### src/rtl/vec_cache_wr_tag_buf_array_if.sv
// Bus bundle for the vector cache write-tag buffer: allocate, clean, lookup,
// oldest-entry and status signals. clk/rst stay outside as plain ports.
interface vec_cache_wr_tag_buf_array_if #(
  parameter int ENTRY_NUM = 4,
  parameter int INDEX_W   = 8,
  parameter int TAG_W     = 20,
  parameter int WAY_NUM   = 4
);
  localparam int ID_W  = (ENTRY_NUM > 1) ? $clog2(ENTRY_NUM) : 1;
  localparam int WAY_W = (WAY_NUM > 1) ? $clog2(WAY_NUM) : 1;
  localparam int CNT_W = $clog2(ENTRY_NUM + 1);

  // Allocation is a valid/ready handshake: an entry is taken on a clock edge
  // where alloc_vld && alloc_rdy; alloc_id names the entry that will be taken.
  // clean_vld is a fire-and-forget request with no ready.
  logic               alloc_vld;
  logic               alloc_rdy;
  logic [INDEX_W-1:0] alloc_index;
  logic [TAG_W-1:0]   alloc_tag;
  logic [WAY_W-1:0]   alloc_way;
  logic [ID_W-1:0]    alloc_id;
  logic               clean_vld;
  logic [ID_W-1:0]    clean_id;
  logic [INDEX_W-1:0] lkp_index;
  logic [TAG_W-1:0]   lkp_tag;
  logic               lkp_hit;
  logic [ID_W-1:0]    lkp_hit_id;
  logic [WAY_W-1:0]   lkp_way;
  logic               lkp_set_conflict;
  logic               oldest_vld;
  logic [ID_W-1:0]    oldest_id;
  logic [INDEX_W-1:0] oldest_index;
  logic [TAG_W-1:0]   oldest_tag;
  logic [WAY_W-1:0]   oldest_way;
  logic [CNT_W-1:0]   count;
  logic               full;
  logic               empty;
  logic               clean_err;
  logic               dup_err;

  modport master (
    output alloc_vld, alloc_index, alloc_tag, alloc_way, clean_vld, clean_id,
           lkp_index, lkp_tag,
    input  alloc_rdy, alloc_id, lkp_hit, lkp_hit_id, lkp_way, lkp_set_conflict,
           oldest_vld, oldest_id, oldest_index, oldest_tag, oldest_way,
           count, full, empty, clean_err, dup_err
  );

  modport slave (
    input  alloc_vld, alloc_index, alloc_tag, alloc_way, clean_vld, clean_id,
           lkp_index, lkp_tag,
    output alloc_rdy, alloc_id, lkp_hit, lkp_hit_id, lkp_way, lkp_set_conflict,
           oldest_vld, oldest_id, oldest_index, oldest_tag, oldest_way,
           count, full, empty, clean_err, dup_err
  );
endinterface

### src/rtl/vec_cache_wr_tag_buf_array.sv
// Write-tag buffer: pending fill/evict records with address lookup, set-conflict
// detection and oldest-entry selection via an age matrix.
module vec_cache_wr_tag_buf_array #(
  parameter int ENTRY_NUM = 4,
  parameter int INDEX_W   = 8,
  parameter int TAG_W     = 20,
  parameter int WAY_NUM   = 4
) (
  input logic clk,
  input logic rst,
  vec_cache_wr_tag_buf_array_if.slave bus
);
  localparam int ID_W  = (ENTRY_NUM > 1) ? $clog2(ENTRY_NUM) : 1;
  localparam int WAY_W = (WAY_NUM > 1) ? $clog2(WAY_NUM) : 1;
  localparam int CNT_W = $clog2(ENTRY_NUM + 1);

  logic [ENTRY_NUM-1:0] valid;
  logic [ENTRY_NUM-1:0] age [ENTRY_NUM];  // age[i][j]=1: i older than j
  logic [INDEX_W-1:0]   idx_q [ENTRY_NUM];
  logic [TAG_W-1:0]     tag_q [ENTRY_NUM];
  logic [WAY_W-1:0]     way_q [ENTRY_NUM];
  logic [CNT_W-1:0]     count_q;
  logic                 clean_err_q;
  logic                 dup_err_q;

  logic                 full_w;
  logic                 alloc_fire;
  logic [ID_W-1:0]      free_id;
  logic                 clean_sel;
  logic                 clean_ok;
  logic [ENTRY_NUM-1:0] alloc_match;
  logic [ENTRY_NUM-1:0] lkp_match;
  logic [ENTRY_NUM-1:0] set_match;
  logic                 hit_w;
  logic [ID_W-1:0]      hit_id_w;
  logic [WAY_W-1:0]     hit_way_w;
  logic                 old_vld_w;
  logic [ID_W-1:0]      old_id_w;
  logic [INDEX_W-1:0]   old_idx_w;
  logic [TAG_W-1:0]     old_tag_w;
  logic [WAY_W-1:0]     old_way_w;
  logic                 is_old;

  assign full_w     = (count_q == CNT_W'(ENTRY_NUM));
  assign alloc_fire = bus.alloc_vld && !full_w;
  assign clean_ok   = bus.clean_vld && clean_sel;

  // Descending scans so the lowest matching id is the one that sticks.
  always_comb begin
    free_id   = '0;
    clean_sel = 1'b0;
    hit_w     = 1'b0;
    hit_id_w  = '0;
    hit_way_w = '0;
    for (int i = ENTRY_NUM - 1; i >= 0; i--) begin
      alloc_match[i] = valid[i] && (idx_q[i] == bus.alloc_index) && (tag_q[i] == bus.alloc_tag);
      lkp_match[i]   = valid[i] && (idx_q[i] == bus.lkp_index) && (tag_q[i] == bus.lkp_tag);
      set_match[i]   = valid[i] && (idx_q[i] == bus.lkp_index);
      if (!valid[i]) free_id = ID_W'(i);
      if (bus.clean_id == ID_W'(i)) clean_sel = valid[i];
      if (lkp_match[i]) begin
        hit_w     = 1'b1;
        hit_id_w  = ID_W'(i);
        hit_way_w = way_q[i];
      end
    end
  end

  always_comb begin
    old_vld_w = 1'b0;
    old_id_w  = '0;
    old_idx_w = '0;
    old_tag_w = '0;
    old_way_w = '0;
    is_old    = 1'b0;
    for (int i = 0; i < ENTRY_NUM; i++) begin
      is_old = valid[i];
      for (int j = 0; j < ENTRY_NUM; j++) begin
        if (j != i && valid[j] && !age[i][j]) is_old = 1'b0;
      end
      if (is_old) begin
        old_vld_w = 1'b1;
        old_id_w  = ID_W'(i);
        old_idx_w = idx_q[i];
        old_tag_w = tag_q[i];
        old_way_w = way_q[i];
      end
    end
  end

  // The freshly allocated entry is never the one being cleaned: free_id only
  // points at entries that are invalid at the start of the cycle.
  always_ff @(posedge clk or posedge rst) begin
    if (rst) begin
      valid       <= '0;
      count_q     <= '0;
      clean_err_q <= 1'b0;
      dup_err_q   <= 1'b0;
      for (int i = 0; i < ENTRY_NUM; i++) age[i] <= '0;
    end else begin
      clean_err_q <= bus.clean_vld && !clean_sel;
      dup_err_q   <= alloc_fire && (|alloc_match);
      count_q     <= count_q + CNT_W'(alloc_fire) - CNT_W'(clean_ok);
      for (int i = 0; i < ENTRY_NUM; i++) begin
        if (clean_ok && bus.clean_id == ID_W'(i)) valid[i] <= 1'b0;
        if (alloc_fire && free_id == ID_W'(i)) begin
          valid[i] <= 1'b1;
          age[i]   <= '0;
        end else if (alloc_fire) begin
          age[i][free_id] <= 1'b1;
        end
      end
    end
  end

  always_ff @(posedge clk) begin
    if (alloc_fire) begin
      idx_q[free_id] <= bus.alloc_index;
      tag_q[free_id] <= bus.alloc_tag;
      way_q[free_id] <= bus.alloc_way;
    end
  end

  assign bus.alloc_rdy        = !full_w;
  assign bus.alloc_id         = free_id;
  assign bus.lkp_hit          = hit_w;
  assign bus.lkp_hit_id       = hit_id_w;
  assign bus.lkp_way          = hit_way_w;
  assign bus.lkp_set_conflict = |set_match;
  assign bus.oldest_vld       = old_vld_w;
  assign bus.oldest_id        = old_id_w;
  assign bus.oldest_index     = old_idx_w;
  assign bus.oldest_tag       = old_tag_w;
  assign bus.oldest_way       = old_way_w;
  assign bus.count            = count_q;
  assign bus.full             = full_w;
  assign bus.empty            = (count_q == '0);
  assign bus.clean_err        = clean_err_q;
  assign bus.dup_err          = dup_err_q;
endmodule

### src/flat_wrapper.sv
// flat-port wrapper written by rule: the top's interface ports become plain ports
module vec_cache_wr_tag_buf_array_flat 
#(
  parameter int ENTRY_NUM = 4,
  parameter int INDEX_W   = 8,
  parameter int TAG_W     = 20,
  parameter int WAY_NUM   = 4
)
  (clk, rst, bus_alloc_vld, bus_alloc_index, bus_alloc_tag, bus_alloc_way, bus_clean_vld, bus_clean_id, bus_lkp_index, bus_lkp_tag, bus_alloc_rdy, bus_alloc_id, bus_lkp_hit, bus_lkp_hit_id, bus_lkp_way, bus_lkp_set_conflict, bus_oldest_vld, bus_oldest_id, bus_oldest_index, bus_oldest_tag, bus_oldest_way, bus_count, bus_full, bus_empty, bus_clean_err, bus_dup_err);
  vec_cache_wr_tag_buf_array_if #(.ENTRY_NUM(ENTRY_NUM), .INDEX_W(INDEX_W), .TAG_W(TAG_W), .WAY_NUM(WAY_NUM)) bus_i ();
  input logic clk;
  input logic rst;
  input wire logic [$bits(bus_i.alloc_vld)-1:0] bus_alloc_vld;
  input wire logic [$bits(bus_i.alloc_index)-1:0] bus_alloc_index;
  input wire logic [$bits(bus_i.alloc_tag)-1:0] bus_alloc_tag;
  input wire logic [$bits(bus_i.alloc_way)-1:0] bus_alloc_way;
  input wire logic [$bits(bus_i.clean_vld)-1:0] bus_clean_vld;
  input wire logic [$bits(bus_i.clean_id)-1:0] bus_clean_id;
  input wire logic [$bits(bus_i.lkp_index)-1:0] bus_lkp_index;
  input wire logic [$bits(bus_i.lkp_tag)-1:0] bus_lkp_tag;
  output wire logic [$bits(bus_i.alloc_rdy)-1:0] bus_alloc_rdy;
  output wire logic [$bits(bus_i.alloc_id)-1:0] bus_alloc_id;
  output wire logic [$bits(bus_i.lkp_hit)-1:0] bus_lkp_hit;
  output wire logic [$bits(bus_i.lkp_hit_id)-1:0] bus_lkp_hit_id;
  output wire logic [$bits(bus_i.lkp_way)-1:0] bus_lkp_way;
  output wire logic [$bits(bus_i.lkp_set_conflict)-1:0] bus_lkp_set_conflict;
  output wire logic [$bits(bus_i.oldest_vld)-1:0] bus_oldest_vld;
  output wire logic [$bits(bus_i.oldest_id)-1:0] bus_oldest_id;
  output wire logic [$bits(bus_i.oldest_index)-1:0] bus_oldest_index;
  output wire logic [$bits(bus_i.oldest_tag)-1:0] bus_oldest_tag;
  output wire logic [$bits(bus_i.oldest_way)-1:0] bus_oldest_way;
  output wire logic [$bits(bus_i.count)-1:0] bus_count;
  output wire logic [$bits(bus_i.full)-1:0] bus_full;
  output wire logic [$bits(bus_i.empty)-1:0] bus_empty;
  output wire logic [$bits(bus_i.clean_err)-1:0] bus_clean_err;
  output wire logic [$bits(bus_i.dup_err)-1:0] bus_dup_err;
  assign bus_i.alloc_vld = bus_alloc_vld;
  assign bus_i.alloc_index = bus_alloc_index;
  assign bus_i.alloc_tag = bus_alloc_tag;
  assign bus_i.alloc_way = bus_alloc_way;
  assign bus_i.clean_vld = bus_clean_vld;
  assign bus_i.clean_id = bus_clean_id;
  assign bus_i.lkp_index = bus_lkp_index;
  assign bus_i.lkp_tag = bus_lkp_tag;
  assign bus_alloc_rdy = bus_i.alloc_rdy;
  assign bus_alloc_id = bus_i.alloc_id;
  assign bus_lkp_hit = bus_i.lkp_hit;
  assign bus_lkp_hit_id = bus_i.lkp_hit_id;
  assign bus_lkp_way = bus_i.lkp_way;
  assign bus_lkp_set_conflict = bus_i.lkp_set_conflict;
  assign bus_oldest_vld = bus_i.oldest_vld;
  assign bus_oldest_id = bus_i.oldest_id;
  assign bus_oldest_index = bus_i.oldest_index;
  assign bus_oldest_tag = bus_i.oldest_tag;
  assign bus_oldest_way = bus_i.oldest_way;
  assign bus_count = bus_i.count;
  assign bus_full = bus_i.full;
  assign bus_empty = bus_i.empty;
  assign bus_clean_err = bus_i.clean_err;
  assign bus_dup_err = bus_i.dup_err;
  vec_cache_wr_tag_buf_array #(.ENTRY_NUM(ENTRY_NUM), .INDEX_W(INDEX_W), .TAG_W(TAG_W), .WAY_NUM(WAY_NUM)) u_core (.clk(clk), .rst(rst), .bus(bus_i));
endmodule
### config.mk
export PLATFORM = sky130hd
export DESIGN_NAME = vec_cache_wr_tag_buf_array_flat
export DESIGN_NICKNAME = d
export VERILOG_FILES = /design/src/rtl/vec_cache_wr_tag_buf_array_if.sv /design/src/rtl/vec_cache_wr_tag_buf_array.sv /design/src/flat_wrapper.sv
export SDC_FILE = /design/constraint.sdc
export NUM_CORES = 1
export LEC_CHECK = 0
export CAP_MARGIN = 20
export CORE_MARGIN = 5
export CORE_UTILIZATION = 55
export DETAILED_ROUTE_END_ITERATION = 10
export PLACE_DENSITY = 0.8
export SLEW_MARGIN = 10
export SYNTH_ARGS = -nofsm -noshare
export SYNTH_HDL_FRONTEND = slang
export SYNTH_SLANG_ARGS = --single-unit
### constraint.sdc
create_clock -name clk -period 3.6 [get_ports clk]
set_input_delay 0.54 -clock clk [delete_from_list [all_inputs] [get_ports clk]]
set_output_delay 0.54 -clock clk [all_outputs]
set_load 0.01 [all_outputs]
==> out/qor.txt <==
Switch Pwr - 3.38 mW
RSZ-0062 raised after global routing - no
Number of distinct library cells after synthesis - 41
Die height - 131 um
Largest net degree at the start of global routing - 63
Minimum clock period - 3.50 ns
Async SR Flop Fraction - 0.149
Fillers - 1020
Top cells by area, synth - edfxtp_1 44%, xnor2_1 13%, xor2_1 11%, dfrtp_1 6.5%, a21o_1 3.1%
Leading area contributor after synthesis - edfxtp_1
Synth warnings - 0
Post-route DRC - 0
Slew Viols, Final - 0
Worst r2r path cells - 5
Clk_skew - 0.00526 ns
Commonest cells in the netlist - 123 x xnor2_1, 120 x edfxtp_1, 103 x xor2_1, 46 x nor2_1, 35 x nand4_1
Synth-to-layout area growth - 29.2%
Worst setup path category - input pin to output port
Clock Power Share - 0.218
Slew margin rel. - 0.435
FF/Latch Area - 4130 um^2
Vias - 6420
CTS Hold Buffers Added - 0
DP Wirelength - 18.8 mm
Final setup viols - 0
Dpl ws - -0.265 ns
Area of the multi-input gates - 3880 um^2
Via density - 6.16
Crit Path Max Fanout - 3
Final non-filler cell total - 1042
Post-route antenna net violation count - 0
Overflow left after global routing - 0
Num CTS Buffers - 17
Leak - 3.86 nW
Hold endpoint - u_core.age[10]$_DFFE_PP0P_
Final hold vios - 0
Worst Setup SP - bus_lkp_tag[7]
Crit path DAT - 2.96 ns
Mapped Area - 8100 um^2
Ys flop type - edfxtp_1
Fmax - 286 MHz
Post-synth EDFFs - 120
Worst hold stages - 1
Clock buffer depth - 2
Vias in the first global route - 6568
CTS Root Buffer Type - clkbuf_16
Clk sinks - 141
Synth Register Bits - 141
Placed Instances - 1009
FF-to-FF End - u_core.tag_q[3][7]$_DFFE_PP_
N_diodes - 0
Sequential fraction of the synthesis area - 0.510
Max rail drop VDD - 797 uV
Initial core utilization - 0.559
Share of the synthesized area in the top cell type - 0.445
Worst R2R Setup Slack - 0.89 ns
Most numerous cell in the Yosys netlist - xnor2_1
Sequential cell fraction of total power - 0.307
Setup WS post-layout - 0.0980 ns
First-pass GRT wire length - 39.7 mm
Min-delay worst type - register to register
Die Wd - 131 um
CTS tree - built
Sw frac - 0.386
Die area - 17300 um^2
Synthesized area per cell - 11.6 um^2
Pwr dens - 838 nW/um^2
Worst Path Required - 3.06 ns
RePlAce Congestion - 0.942
P_int - 5.39 mW
Result of the run - finished clean
Capturing element type of the critical path - output port
Share of cells above drive strength 1 - 0.115
Util after Layout - 0.723
Initial antenna violation count - 0
DRT Pass-1 Iters - 5
# nets final - 912
Worst setup SP type - input pin
Port buffer count - 112
Total Routing Usage GR - 0.302
Critical R2R Launch - u_core.valid[1]$_DFFE_PP0P_
Initial DRC Count - 765
Slew of the pin with the lowest slew margin - 0.840 ns
Syn Nets - 763
# rows - 44
I/O pin count - 113
Routed len/inst - 25.2 um
Detailed Route WL - 26.3 mm
H-Tree Level Count - 4
Clock insertion delay at the later pin of the skew report - 0.42 ns
Logic gate share of total power - 0.475
Fin crit share - 0.973
Core footprint - 14500 um^2
Reported max-cap violation count - 0
Reg clk slew, reported paths - 0.06 ns
Post-Synthesis Cells - 696
Hold Path Origin - u_core.age[10]$_DFFE_PP0P_
## registers in the layout (all words and copies together), names as in the netlist
signal	count
u_core.bus.dup_err	1
u_core.age	12
u_core.bus.clean_err	1
u_core.tag_q	80
u_core.way_q	8
u_core.idx_q	32
u_core.bus.count	3
u_core.valid	4
## final cells by class
type | count | share of cell area
inverters | 19 | 0.00682
repair buffers | 158 | 0.144
clock buffers | 17 | 0.0407
well taps | 184 | 0.0220
clock inverters | 15 | 0.0203
multi-input cells | 508 | 0.371
flip-flops and latches | 141 | 0.395
## routing by layer
layer,vias to the layer above,wire length [um],GRT usage
li1,2838,-,-
met1,3165,10200,0.395
met2,355,12600,0.481
met3,62,2520,0.0776
met4,0,946,0.126
met5,-,0,0
## power groups by stage
stage                     logic, mW  registers [mW]  clock network (mW)
after floorplan                2.16            2.59                   0
after global placement         4.05            2.67                   0
after detailed placement       4.09            2.70                   0
after CTS                      4.16            2.68                1.92
after global routing           4.41            2.73                2.00
final                          4.17            2.69                1.91
## through the flow
stage / TNS [ns] / instance area, um^2 / power, mW / hold slack (ns)
2_1_floorplan: 0 / 8100 / 4.75 / 0.456
3_3_place_gp: -0.821 / 9760 / 6.73 / 0.465
3_5_place_dp: -0.895 / 9760 / 6.79 / 0.475
4_1_cts: 0 / 10500 / 8.76 / 0.489
5_1_grt: 0 / 10500 / 9.14 / 0.514
6_report: 0 / 10500 / 8.77 / 0.492
## logic make-up (layout without fill, tap and decap cells)
| logic type | count (synthesis) | count (layout) | synth area share |
|---|---|---|---|
| xor+xnor | 226 | 226 | 0.244 |
| mux | 1 | 1 | 0.00278 |
| buf+inv | 47 | 209 | 0.0224 |
| simple gates | 160 | 160 | 0.106 |
| flops | 141 | 141 | 0.510 |
| fa+ha+maj | 3 | 3 | 0.00556 |
| compound gates | 118 | 118 | 0.109 |
## critical path, stage by stage
cell and delay [ns]:
clkdlybuf4s50_1 0.48, buf_4 0.18, xnor2_1 0.21, nand4_1 0.14, nor4_2 0.38, buf_4 0.18, nand4_1 0.11, buf_4 0.18
o21ai_0 0.16, a32oi_1 0.10, dlygate4sd2_1 0.30
## cell usage in the layout, fill, tap and decap left out, types with 3 or more instances in the layout
cell / synthesis / layout
clkinv_4: 0 / 4
clkbuf_16: 0 / 17
clkdlybuf4s50_1: 0 / 105
nand3_1: 7 / 7
buf_4: 0 / 42
buf_12: 0 / 4
nor4_1: 26 / 21
o21ai_0: 7 / 7
bufinv_16: 0 / 4
xnor2_1: 123 / 119
xor2_1: 103 / 103
a21o_1: 33 / 33
nand2b_1: 9 / 9
nor4_2: 1 / 6
inv_6: 0 / 3
nand4_1: 35 / 35
a22oi_1: 31 / 31
dlygate4sd2_1: 0 / 6
nand2_1: 13 / 13
nor2_1: 46 / 44
xnor2_2: 0 / 4
edfxtp_1: 120 / 120
dfrtp_1: 21 / 21
inv_1: 19 / 19
o21a_1: 4 / 4
nor3_1: 10 / 10
a211oi_1: 31 / 31
## what timing repair did
| action | in CTS | in global routing |
|---|---|---|
| setup endpoints to repair | 5 | 1 |
| setup buffers | 1 | 0 |
| pin swaps | 5 | 1 |
| gates resized for setup | 15 | 2 |
## how the worst max path moves through the flow
stage | end | cells after the start
after floorplan | u_core.idx_q[2][0]$_DFFE_PP_ | 4
after global placement | bus_lkp_way[1] | 8
after detailed placement | bus_lkp_way[1] | 8
after CTS | bus_lkp_hit_id[0] | 8
after global routing | bus_oldest_way[1] | 8
final | bus_lkp_way[1] | 11
No activity file was read; power rests on OpenSTA's default activity.
==> RTL change, RTL diff (config.mk and constraints unchanged) <==
`INDEX_W` is set to 8 in 3 places; all go to 9.
--- a/src/rtl/vec_cache_wr_tag_buf_array_if.sv
+++ b/src/rtl/vec_cache_wr_tag_buf_array_if.sv
@@ -3,5 +3,5 @@
 interface vec_cache_wr_tag_buf_array_if #(
   parameter int ENTRY_NUM = 4,
-  parameter int INDEX_W   = 8,
+  parameter int INDEX_W   = 9,
   parameter int TAG_W     = 20,
   parameter int WAY_NUM   = 4
--- a/src/rtl/vec_cache_wr_tag_buf_array.sv
+++ b/src/rtl/vec_cache_wr_tag_buf_array.sv
@@ -3,5 +3,5 @@
 module vec_cache_wr_tag_buf_array #(
   parameter int ENTRY_NUM = 4,
-  parameter int INDEX_W   = 8,
+  parameter int INDEX_W   = 9,
   parameter int TAG_W     = 20,
   parameter int WAY_NUM   = 4
--- a/src/flat_wrapper.sv
+++ b/src/flat_wrapper.sv
@@ -3,5 +3,5 @@
 #(
   parameter int ENTRY_NUM = 4,
-  parameter int INDEX_W   = 8,
+  parameter int INDEX_W   = 9,
   parameter int TAG_W     = 20,
   parameter int WAY_NUM   = 4
Ports: changed (resized bus_alloc_index, bus_lkp_index and bus_oldest_index); port bits go from 113 to 116. No check against the original RTL was run, so the function may have changed too.
==> RTL change against the unedited design <==
Worst setup slack worse by 12 ps. Register-to-register slack improved by 150 ps. Sequential cell count increased by 4. Wire length up 3.8%. Synthesized area grew 3.0%. Total power fell by 0.18%. First-iteration DRC count rose by 19%. Design area increased by 2.5%.
==> RTL change: results (changes against the unedited design) <==
Critical path
  – Worst R2R Setup Slack: 1040 ps (+150 ps)
  – Reg2Reg Capture Point: u_core.tag_q[3][1]
  – Worst setup startpoint: bus_lkp_tag[14]
  – CP endpoint: bus_lkp_hit
  – Delay of the slowest critical-path stage: 540 ps (+60 ps)
  – Worst-path maximum fanout: 6 (+3)
  – CP arrival: 2970 ps (about the same)

Layout
  – Top flop regs: u_core.tag_q x80, u_core.idx_q x36, u_core.age x12
  – #MultiIn Comb: 521 (+2.6%)
  – Sequential cell area: 4250 µm² (+2.9%)
  – Fraction of area in multi-input gates: 0.377 (+0.00631)
  – NonClk Buf Share: 0.145 (+0.000427)
  – Layout cell share with drive strength beyond 1: 0.119 (+0.00380)
  – Bufs w/o clock: 164 (+3.8%)
  – Clk_buf instances: 18 (+1)
  – Non-Filler Instances: 1069 (+2.6%)
  – Fillers: 1079 (+5.8%)
  – Post-layout nets: 937 (+2.7%)

Synthesis
  – XOR/XNOR Fraction of Synth Area: 0.246 (+0.00136)
  – Post-synthesis compound-gate area fraction: 0.108 (-0.00150)
  – Seq/Total Area, Yosys: 0.509 (about the same)
  – Post-synth top cells: xor2_1 (126), edfxtp_1 (124), xnor2_1 (108)
  – Syn Nets: 778 (+2.0%)
  – Avg Cell Area, Syn: 11.8 µm² (+1.1%)
  – Main area contributors after synthesis: edfxtp_1 (45%), xor2_1 (13%), xnor2_1 (11%)
  – Number of synthesized flops with an enable pin: 124 (+3.3%)
  – Post-synthesis mux area share: 0.00270 (-0.0000801)
  – Asr flop ratio synth: 0.145 (-0.00411)
  – Synth cell types: 42 (+2.4%)
  – Synth Area in Adders: 0.00540 (-0.000160)

CTS
  – Post-CTS setup buffer count: 2 (+1)
  – Clk sink count: 145 (+2.8%)
  – Worst-Skew Late Latency: around 430 ps
  – PostCTS Resize Cnt: 23 (+8)
  – Clk slew on worst S/H paths: 60 ps (about the same)

STA
  – Period minus WS final: 3510 ps (+12.2 ps)

Routing
  – WL final: 27300 µm (+3.8%)
  – Met2 WL: 12900 µm (+1.9%)
  – Initial drt markers: 910 (+19%)
  – WL met1: 11200 µm (+10%)
  – Vias per inst: 6.20 (+0.59%)

Global routing
  – GRT Total Usage: 0.307 (+0.00560)
  – Met1 Use GR: 0.422 (+0.0275)
  – Largest net degree at the start of global routing: 65 (+3.2%)
  – Met2 Use GR: 0.490 (+0.00903)
  – First-pass GRT wire length: 40500 µm (+1.9%)

Place
  – Placed cell count: 1033 (+2.4%)
  – RD Place Congestion: 0.966 (+2.6%)
  – Post-DP HPWL: 19900 µm (+6.0%)
  – Port bufs: 115 (+2.7%)
  – Pre-CTS setup slack: -283 ps (-17.3 ps)
  – Placed standard-cell area: 10000 µm² (+2.5%)

Power
  – Maximum VDD drop: 517 µV (-35%)
  – Clk. pwr: 1.74 mW (-9%)
  – Combinational power share: 0.487 (+0.012)
  – Internal power: 5.35 mW (-0.66%)

Floorplan
  – TAP cells: 188 (+2.2%)

Status
  – Status: complete, no violations
-- RTL change: changes by cell type in the layout (fill, tap and decap cells not counted), sizes merged, moves of 3 or more --
cell / unedited run / this run
buf: 46 / 49
clkdlybuf4s50: 105 / 93
dlygate4sd2: 6 / 12
dlymetal6s2s: 1 / 10
edfxtp: 120 / 124
nand4: 35 / 32
nor3: 10 / 3
nor4: 28 / 40
xnor2: 123 / 108
xor2: 103 / 126
-- RTL change: worst min-delay path by stage --
| stage | from | end | slack (ps) |
|---|---|---|---|
| after global routing | u_core.age[10] | u_core.age[10] | 520 |
| after CTS | u_core.age[10] | u_core.age[10] | 490 |
| after detailed placement | u_core.age[10] | u_core.age[10] | 480 |
| after global placement | u_core.age[10] | u_core.age[10] | 470 |
| after floorplan | u_core.age[10] | u_core.age[10] | 460 |
| final | u_core.age[10] | u_core.age[10] | 490 |
